<file path="config.mk">
export PLATFORM = sky130hd
export DESIGN_NAME = csr_bank_ch_flat
export DESIGN_NICKNAME = d
export VERILOG_FILES = /design/src/rtl/csr_bank_ch_if.sv /design/src/rtl/csr_bank_ch.sv /design/src/flat_wrapper.sv
export SDC_FILE = /design/constraint.sdc
export NUM_CORES = 1
export LEC_CHECK = 0
export ABC_AREA = 1
export CELL_PAD_IN_SITES_DETAIL_PLACEMENT = 1
export CELL_PAD_IN_SITES_GLOBAL_PLACEMENT = 2
export CORE_MARGIN = 1.5
export CORE_UTILIZATION = 35
export DETAILED_ROUTE_END_ITERATION = 10
export PLACE_DENSITY_LB_ADDON = 0.25
export SLEW_MARGIN = 0
export SYNTH_ARGS = -nofsm -noshare
export SYNTH_HDL_FRONTEND = slang
export SYNTH_SLANG_ARGS = --single-unit
</file>
<file path="constraint.sdc">
create_clock -name clock -period 2.4 [get_ports clock]
set_input_delay 0.36 -clock clock [delete_from_list [all_inputs] [get_ports clock]]
set_output_delay 0.36 -clock clock [all_outputs]
set_load 0.005 [all_outputs]
</file>
<file path="src/rtl/csr_bank_ch_if.sv">
// Host-side register bus for csr_bank_ch: per-channel write strobes plus a registered read port.
interface csr_bank_ch_if #(
  parameter int CHANNELS = 4,
  parameter int CFG_W    = 8
);
  localparam int REG_W = CFG_W + 5;
  localparam int SEL_W = (CHANNELS > 1) ? $clog2(CHANNELS) : 1;

  logic [CHANNELS-1:0] wr_en;
  logic [REG_W-1:0]    wr_data;
  logic                rd_en;
  logic [SEL_W-1:0]    rd_sel;
  logic [REG_W-1:0]    rd_data;
  logic                rd_valid;

  modport master (output wr_en, wr_data, rd_en, rd_sel, input rd_data, rd_valid);
  modport slave  (input wr_en, wr_data, rd_en, rd_sel, output rd_data, rd_valid);
endinterface

</file>
<file path="src/rtl/csr_bank_ch.sv">
// Multi-channel engine CSR bank: start/busy/done/error/ie/cfg per channel, busy watchdog,
// registered host read port and a combined registered interrupt.
module csr_bank_ch_lane #(
    parameter int CFG_W   = 8,
    parameter int TIMEOUT = 1024
) (
    input  logic             clock,
    input  logic             reset_n,
    input  logic             wrEn,
    input  logic [CFG_W+4:0] wrData,
    input  logic             hwDone,
    input  logic             hwError,
    output logic             hwStart,
    output logic             hwAbort,
    output logic [CFG_W+4:0] regVal
);
    localparam int CNT_W = $clog2(TIMEOUT);

    logic             busy, done, err, ie;
    logic [CFG_W-1:0] cfgQ;
    logic [CNT_W-1:0] cnt;
    logic             startReq, accept, finish, wdFire;

    assign startReq = wrEn & wrData[0];
    assign accept   = startReq & ~busy;
    assign finish   = busy & (hwDone | hwError);
    // An engine pulse on the last watchdog cycle wins over the abort.
    assign wdFire   = busy & ~(hwDone | hwError) & (cnt == CNT_W'(TIMEOUT - 1));

    always_ff @(posedge clock or negedge reset_n) begin
        if (!reset_n) begin
            busy    <= 1'b0;
            done    <= 1'b0;
            err     <= 1'b0;
            ie      <= 1'b0;
            cfgQ    <= '0;
            cnt     <= '0;
            hwStart <= 1'b0;
            hwAbort <= 1'b0;
        end else begin
            hwStart <= accept;
            hwAbort <= wdFire;
            if (wrEn) begin
                cfgQ <= wrData[CFG_W+4:5];
                ie   <= wrData[4];
            end
            if (accept) begin
                busy <= 1'b1;
                cnt  <= '0;
            end else if (finish || wdFire) begin
                busy <= 1'b0;
            end else if (busy) begin
                cnt <= cnt + 1'b1;
            end
            // Hardware sets are OR'd in last so they beat the host W1C.
            done <= (done & ~(wrEn & wrData[2]) & ~accept) | (busy & hwDone);
            err  <= (err & ~(wrEn & wrData[3]) & ~accept) | (busy & hwError)
                  | (startReq & busy) | wdFire;
        end
    end

    assign regVal = {cfgQ, ie, err, done, busy, 1'b0};
endmodule

module csr_bank_ch #(
    parameter int CHANNELS = 4,
    parameter int CFG_W    = 8,
    parameter int TIMEOUT  = 1024
) (
    input  logic                      clock,
    input  logic                      reset_n,
    csr_bank_ch_if.slave              host,
    output logic [CHANNELS-1:0]       hw_start,
    input  logic [CHANNELS-1:0]       hw_done,
    input  logic [CHANNELS-1:0]       hw_error,
    output logic [CHANNELS-1:0]       hw_abort,
    output logic [CHANNELS*CFG_W-1:0] cfg,
    output logic                      irq
);
    localparam int REG_W = CFG_W + 5;

    logic [CHANNELS-1:0][REG_W-1:0] regVal;
    logic [CHANNELS-1:0]            irqVec;

    for (genvar c = 0; c < CHANNELS; c++) begin : gLane
        csr_bank_ch_lane #(.CFG_W(CFG_W), .TIMEOUT(TIMEOUT)) uLane (
            .clock   (clock),
            .reset_n (reset_n),
            .wrEn    (host.wr_en[c]),
            .wrData  (host.wr_data),
            .hwDone  (hw_done[c]),
            .hwError (hw_error[c]),
            .hwStart (hw_start[c]),
            .hwAbort (hw_abort[c]),
            .regVal  (regVal[c])
        );
        assign cfg[c*CFG_W +: CFG_W] = regVal[c][REG_W-1:5];
        assign irqVec[c] = (regVal[c][2] | regVal[c][3]) & regVal[c][4];
    end

    // Reads see pre-edge state; out-of-range selects return zero.
    always_ff @(posedge clock or negedge reset_n) begin
        if (!reset_n) begin
            host.rd_data  <= '0;
            host.rd_valid <= 1'b0;
            irq           <= 1'b0;
        end else begin
            host.rd_valid <= host.rd_en;
            irq           <= |irqVec;
            if (host.rd_en)
                host.rd_data <= (32'(host.rd_sel) < CHANNELS) ? regVal[host.rd_sel] : '0;
        end
    end
endmodule

</file>
<file path="src/flat_wrapper.sv">
// flat-port wrapper written by rule: the top's interface ports become plain ports
module csr_bank_ch_flat 
#(
    parameter int CHANNELS = 4,
    parameter int CFG_W    = 8,
    parameter int TIMEOUT  = 1024
)
  (clock, reset_n, hw_start, hw_done, hw_error, hw_abort, cfg, irq, host_wr_en, host_wr_data, host_rd_en, host_rd_sel, host_rd_data, host_rd_valid);
  csr_bank_ch_if #(.CHANNELS(CHANNELS), .CFG_W(CFG_W)) host_i ();
  input  logic clock;
  input  logic reset_n;
  output logic [CHANNELS-1:0] hw_start;
  input  logic [CHANNELS-1:0] hw_done;
  input  logic [CHANNELS-1:0] hw_error;
  output logic [CHANNELS-1:0] hw_abort;
  output logic [CHANNELS*CFG_W-1:0] cfg;
  output logic irq;
  input wire logic [$bits(host_i.wr_en)-1:0] host_wr_en;
  input wire logic [$bits(host_i.wr_data)-1:0] host_wr_data;
  input wire logic [$bits(host_i.rd_en)-1:0] host_rd_en;
  input wire logic [$bits(host_i.rd_sel)-1:0] host_rd_sel;
  output wire logic [$bits(host_i.rd_data)-1:0] host_rd_data;
  output wire logic [$bits(host_i.rd_valid)-1:0] host_rd_valid;
  assign host_i.wr_en = host_wr_en;
  assign host_i.wr_data = host_wr_data;
  assign host_i.rd_en = host_rd_en;
  assign host_i.rd_sel = host_rd_sel;
  assign host_rd_data = host_i.rd_data;
  assign host_rd_valid = host_i.rd_valid;
  csr_bank_ch #(.CHANNELS(CHANNELS), .CFG_W(CFG_W), .TIMEOUT(TIMEOUT)) u_core (.clock(clock), .reset_n(reset_n), .host(host_i), .hw_start(hw_start), .hw_done(hw_done), .hw_error(hw_error), .hw_abort(hw_abort), .cfg(cfg), .irq(irq));
endmodule
</file>
* Word level (Yosys, flattened, before mapping)
Index checks and enable logic that the tools add are counted. Widths: inputs -> output; s select.
Cells by class: $add $sub $neg 4, magnitude comparators 1, equality and inequality tests 8, multiplexer cells 22, bitwise operators 104, reduce and logical (&&, ||, !) cells 17
Operators by type and width (number):
- $mux 10 | 12
- $and 1x1->1 | 60
- $add 10x1->10 const B | 4
- $eq 10x10->1 const B | 4
- $bmux 13 s2 | 1
- $or 1x1->1 | 24
- $not 1->1 | 20
- $reduce_bool 2->1 | 8
- $mux 13 | 1
- $mux 1 | 8
- $ne 2x2->1 const B | 4
- $reduce_and 2->1 | 4
- $logic_or 1x1->1 | 4
- $reduce_or 4->1 | 1
- $lt 2x3->1 const B | 1
Word-level totals: flip-flop bits (word level) 111, input port bits 30, output and inout port bits 55, logic and storage cells 191

* Logic depth before layout (Yosys ltp)
depth after elaboration 7, mapped depth 9, mapped depth without buffers 9

* By module
Synthesis repeated with hierarchy kept, for this count alone.
Second synthesis, totals: cells, all modules 682, area total of the unflattened synthesis 5804.3 um^2
Modules (own cells, without submodules):
- csr_bank_ch_lane | times used 4, cells an instance 117, area each 1129.8 um^2, sequential area each 600.6 um^2
- csr_bank_ch | times used 1, cells an instance 214, area each 1285.0 um^2, sequential area each 375.4 um^2

* Worst setup path before layout
OpenSTA, ideal clock, no wires.
kind reg2reg, start register u_core.gLane[1].uLane.cnt[1], end register u_core.gLane[1].uLane.cnt[8], setup time 0.117 ns, arrival time 1.254 ns, data required time 2.283 ns, path slack 1.029 ns, cell stages (with the launch flop) 10, buffers on the path 1, period minus slack after synthesis 1.371 ns, cell sequence dfrtp_1 -> ha_1 -> nand2_2 -> nor2_8 -> nand3_4 -> nand3_4 -> nand2_4 -> buf_6 -> nand2_1 -> o21ai_2
Between the ends: cells in the longest elaborated chain, start to end 5, elaborated cells between the ends (all ways) 9, classes of those cells add/sub (1); eq/ne (2); mux (3); bitwise (1); reduce/logical (2)
Ends and longest elaborated chain:
- from (decl) | RTL line csr_bank_ch.sv:21 | logic [CNT_W-1:0] cnt;
- from (signal assigned) | RTL line csr_bank_ch.sv:53 | cnt <= cnt + 1'b1;
- parallel branches: the longest is 5 deep, another holds $add 10x1->10
Several ways; the timed one is not identified. The select of a mux whose other input is x is not followed. A chain may end at the register's enable or synchronous reset.

* Final worst setup path
start register u_core.gLane[2].uLane.cnt[0], end register u_core.gLane[2].uLane.cnt[2]
Between the ends: cells in the longest elaborated chain, start to end 5, elaborated cells between the ends (all ways) 9, classes of those cells add/sub (1); eq/ne (2); mux (3); bitwise (1); reduce/logical (2)
Ends and longest elaborated chain (RTL line):
- from (decl) | csr_bank_ch.sv:21
- from (signal assigned) | csr_bank_ch.sv:53
- parallel branches: the longest is 5 deep, another holds $add 10x1->10
Several ways; the timed one is not identified. The select of a mux whose other input is x is not followed.

==> reports/summary.txt <==
Dpl cells -> 913
TritonCTS clock tree -> built
Area of the die -> 0.0165 mm2
Via density -> 5.00
Maximum number of pins on one net before global-route repair -> 39
Max VDD drop -> 0.000448 V
Clock Skews -> 0.00599 ns
Synth Flop Type -> dfrtp_1
Worst-Skew Late Latency -> 0.35 ns
Post-synth EDFFs -> 0
Synth Area in Compound Gates -> 11.6%
Total Wirelength -> 14600 um
Synth top area share -> 50.1%
Io pins -> 85
Max Fanout on Critical Path -> 9
Measured slew at the worst slew-check pin -> 0.677 ns
Hold Slack -> 0.503 ns
Final Max Slew Viols -> 0
CP cell instances -> ha_1, nand2_1, nor2_1, nand2_1, nor2_1, nor2_1, nand3_1, o21ai_0
Unrepaired setup endpoints after global routing -> false
Critical path launch point type -> flip-flop
Adder-Cell Fraction of Synth Area -> 0.911%
Antenna-violating nets left -> 0
Fin. Hold Viols -> 0
Initial Util -> 36.0%
Critical Path End Type -> flip-flop
FF+latch count, synth -> 110
Total GRT Usage -> 18.9%
Syn Area/Cell -> 8.57 um2
Min Clock Period, post-route -> 1.83 ns
Top post-synthesis cells by area -> dfrtp_1, nand2_1, nand3_1, o21ai_0, inv_1
DR pass1 iterations -> 4
Site Rows -> 45
Mapped Area -> 0.00550 mm2
Synth area leader -> dfrtp_1
Main combinational cell family by area after synthesis -> simple AND/OR/NAND/NOR gates
Die Y-Extent -> 128 um
Final nets -> 748
Initial antenna violation count -> 0
Design Power -> 4.38 mW
Vias -> 4642
WS Path Type -> flip-flop to flip-flop
Congestion Overflow GR -> 0
Non-Filler Instances -> 929
Leak Pwr -> 3.11 nW
Post-CTS sizing -> 0
Buffers on Ports -> 82
Fill cells -> 1770
Ant diodes -> 0
Critical-path top delay cell -> dfrtp_1
CTS Buf Count -> 9
DRC Markers -> 0
DIE WIDTH -> 128 um
Pwr Density -> 645 mW/mm2
Syn_nets -> 675
Gpl congestion -> 0.791
Synthesis-to-layout area growth -> 23.5%
Fmax -> 548 MHz
Mux cell area share after synthesis -> 4.05%
Cell mode on critical path -> nor2_1
Max-Cap Viols -> 0
Dpl hpwl -> 10600 um
Required time worst endpoint -> 2.66 ns
Layout cells sized above 1 -> 9.19%
Hold Path Class -> flip-flop to flip-flop
Vias in the first global route -> 4787
Distinct cells, synth -> 41
Synth Area in Simple Gates -> 23.7%
Clock root cell -> clkbuf_16
Final setup violation count -> 0
Clock sink count -> 110
Core area -> 0.0153 mm2
CTS clk-pin slew, worst paths -> 0.07 ns
Synth Area in XOR/XNOR -> 1.59%
First-pass GRT wire length -> 24300 um
Clock Path Buffers -> 2
H-tree depth -> 3
Outcome -> finished, final reports clean
Mapped Cells -> 641
FFs w/ async S/R, synth -> 100%
Final TNS setup -> 0 ns
Max-slew headroom -> 54.8%
Period utilization -> 76.1%
Syn. warnings -> 0
Drt wl/cell -> 15.7 um
Register area share after synthesis -> 50.1%
WP data arrival -> 2.09 ns
DRT iter0 DRCs -> 192
Critical Path Max Stage Delay -> 0.49 ns
==> final cells by class <==
type / count / area (um2) / area share [%]
Tap cell: 211 / 264 / 3.89
Sequential cell: 110 / 2750 / 40.6
Clock inverter: 4 / 48.8 / 0.719
Inverter: 71 / 268 / 3.95
Multi-Input combinational cell: 430 / 2300 / 33.9
Timing Repair Buffer: 92 / 921 / 13.6
Clock buffer: 11 / 233 / 3.43
==> path summary, 6_finish.rpt <==
| check | from | endpoint | slack (ns) | depth (start not counted) |
|---|---|---|---|---|
| worst max register to register | u_core.gLane[2].uLane.cnt[0]$_DFFE_PN0P_ | u_core.gLane[2].uLane.cnt[2]$_DFFE_PN0P_ | 0.57 | 8 |
| worst min register to register | u_core.gLane[3].uLane.busy$_DFFE_PN0P_ | u_core.gLane[3].uLane.hwStart$_DFF_PN0_ | 0.50 | 1 |
| max in group asynchronous | reset_n | u_core.gLane[0].uLane.cnt[5]$_DFFE_PN0P_ | 1.29 | 3 |
| min in group asynchronous | reset_n | u_core.gLane[0].uLane.cfgQ[5]$_DFFE_PN0P_ | 0.52 | 2 |
| worst min-delay path | u_core.gLane[3].uLane.busy$_DFFE_PN0P_ | u_core.gLane[3].uLane.hwStart$_DFF_PN0_ | 0.50 | 1 |
| worst max-delay path | u_core.gLane[2].uLane.cnt[0]$_DFFE_PN0P_ | u_core.gLane[2].uLane.cnt[2]$_DFFE_PN0P_ | 0.57 | 8 |
==> worst max-delay path, delay by kind of cell, from the launching register on <==
kind                     cells  cell delay, ns
flip-flops                   1            0.49
AO/OA/AOI/OAI                1            0.12
adder cells (fa/ha/maj)      1            0.29
AND/OR/NAND/NOR              6            0.83
==> cell usage after synthesis, types with 2 or more instances <==
| library cell | number |
|---|---|
| nand2_1 | 138 |
| dfrtp_1 | 110 |
| inv_1 | 67 |
| nand3_1 | 52 |
| o21ai_0 | 52 |
| nor2_1 | 51 |
| a21oi_1 | 24 |
| mux2_2 | 18 |
| nand4_1 | 17 |
| a31oi_1 | 13 |
| clkbuf_1 | 13 |
| buf_4 | 9 |
| xor2_1 | 7 |
| nand2_2 | 6 |
| o21ai_1 | 6 |
| buf_2 | 5 |
| o211ai_1 | 5 |
| a32o_1 | 4 |
| ha_1 | 4 |
| buf_6 | 3 |
| nor2_2 | 3 |
| nor2_4 | 3 |
| nor3_1 | 3 |
| o21bai_1 | 3 |
| xnor2_1 | 3 |
| inv_2 | 2 |
| mux2i_1 | 2 |
| nand3_2 | 2 |
| nand3_4 | 2 |
| nand3b_1 | 2 |
| o21ai_2 | 2 |
==> through the flow <==
| stage | cell area [um2] | utilization, % | setup WS (ns) |
|---|---|---|---|
| floorplan | 5500 | - | 1.03 |
| global placement | 6490 | 42.6 | 0.336 |
| detailed placement | 6490 | 42.6 | 0.292 |
| CTS | 6790 | 44.5 | 0.597 |
| global route | 6790 | 44.5 | 0.352 |
| finish | 6790 | 44.5 | 0.575 |
==> registers in the layout, indices dropped and copies added, names as in the netlist <==
name / count
u_core.gLane.uLane.busy: 4
u_core.gLane.uLane.cfgQ: 32
u_core.gLane.uLane.cnt: 40
u_core.gLane.uLane.done: 4
u_core.gLane.uLane.err: 4
u_core.gLane.uLane.hwAbort: 4
u_core.gLane.uLane.hwStart: 4
u_core.gLane.uLane.ie: 4
u_core.host.rd_data: 12
u_core.host.rd_valid: 1
u_core.irq: 1
==> placed cells by master, fill, tap and decap left out, types with 13 or more instances in the layout <==
cell type	Yosys	routed
nand2_1	138	138
dfrtp_1	110	110
clkdlybuf4s50_1	0	81
inv_1	67	67
nand3_1	52	52
o21ai_0	52	52
nor2_1	51	51
a21oi_1	24	24
mux2_2	18	18
nand4_1	17	17
a31oi_1	13	13
==> metal layers <==
metal	vias up	global-route usage, %	wire [um]
li1	2251	-	-
met1	2302	24.8	6890
met2	76	31.5	6930
met3	13	4.80	601
met4	0	4.56	160
met5	-	0	0
==> timing repair <==
item                       CTS  global route
hold endpoints to repair    34             0
setup endpoints to repair    0             0
hold buffers                 1             0
setup buffers                0             0
==> report_power, final <==
| part | switching [mW] | internal (mW) | total, mW |
|---|---|---|---|
| clock | 0.663 | 0.803 | 1.47 |
| sequential | 0.167 | 2.03 | 2.19 |
| combinational | 0.357 | 0.359 | 0.716 |
| total | 1.19 | 3.19 | 4.38 |
==> cell families after synthesis <==
| family | Yosys count |
|---|---|
| other | 1 |
| adder cells (fa/ha/maj) | 4 |
| AO/OA/AOI/OAI | 112 |
| buffers and inverters | 101 |
| AND/OR/NAND/NOR | 283 |
| flip-flops | 110 |
| multiplexers | 20 |
| XOR/XNOR | 10 |
Power figures use the tool's default switching activity.
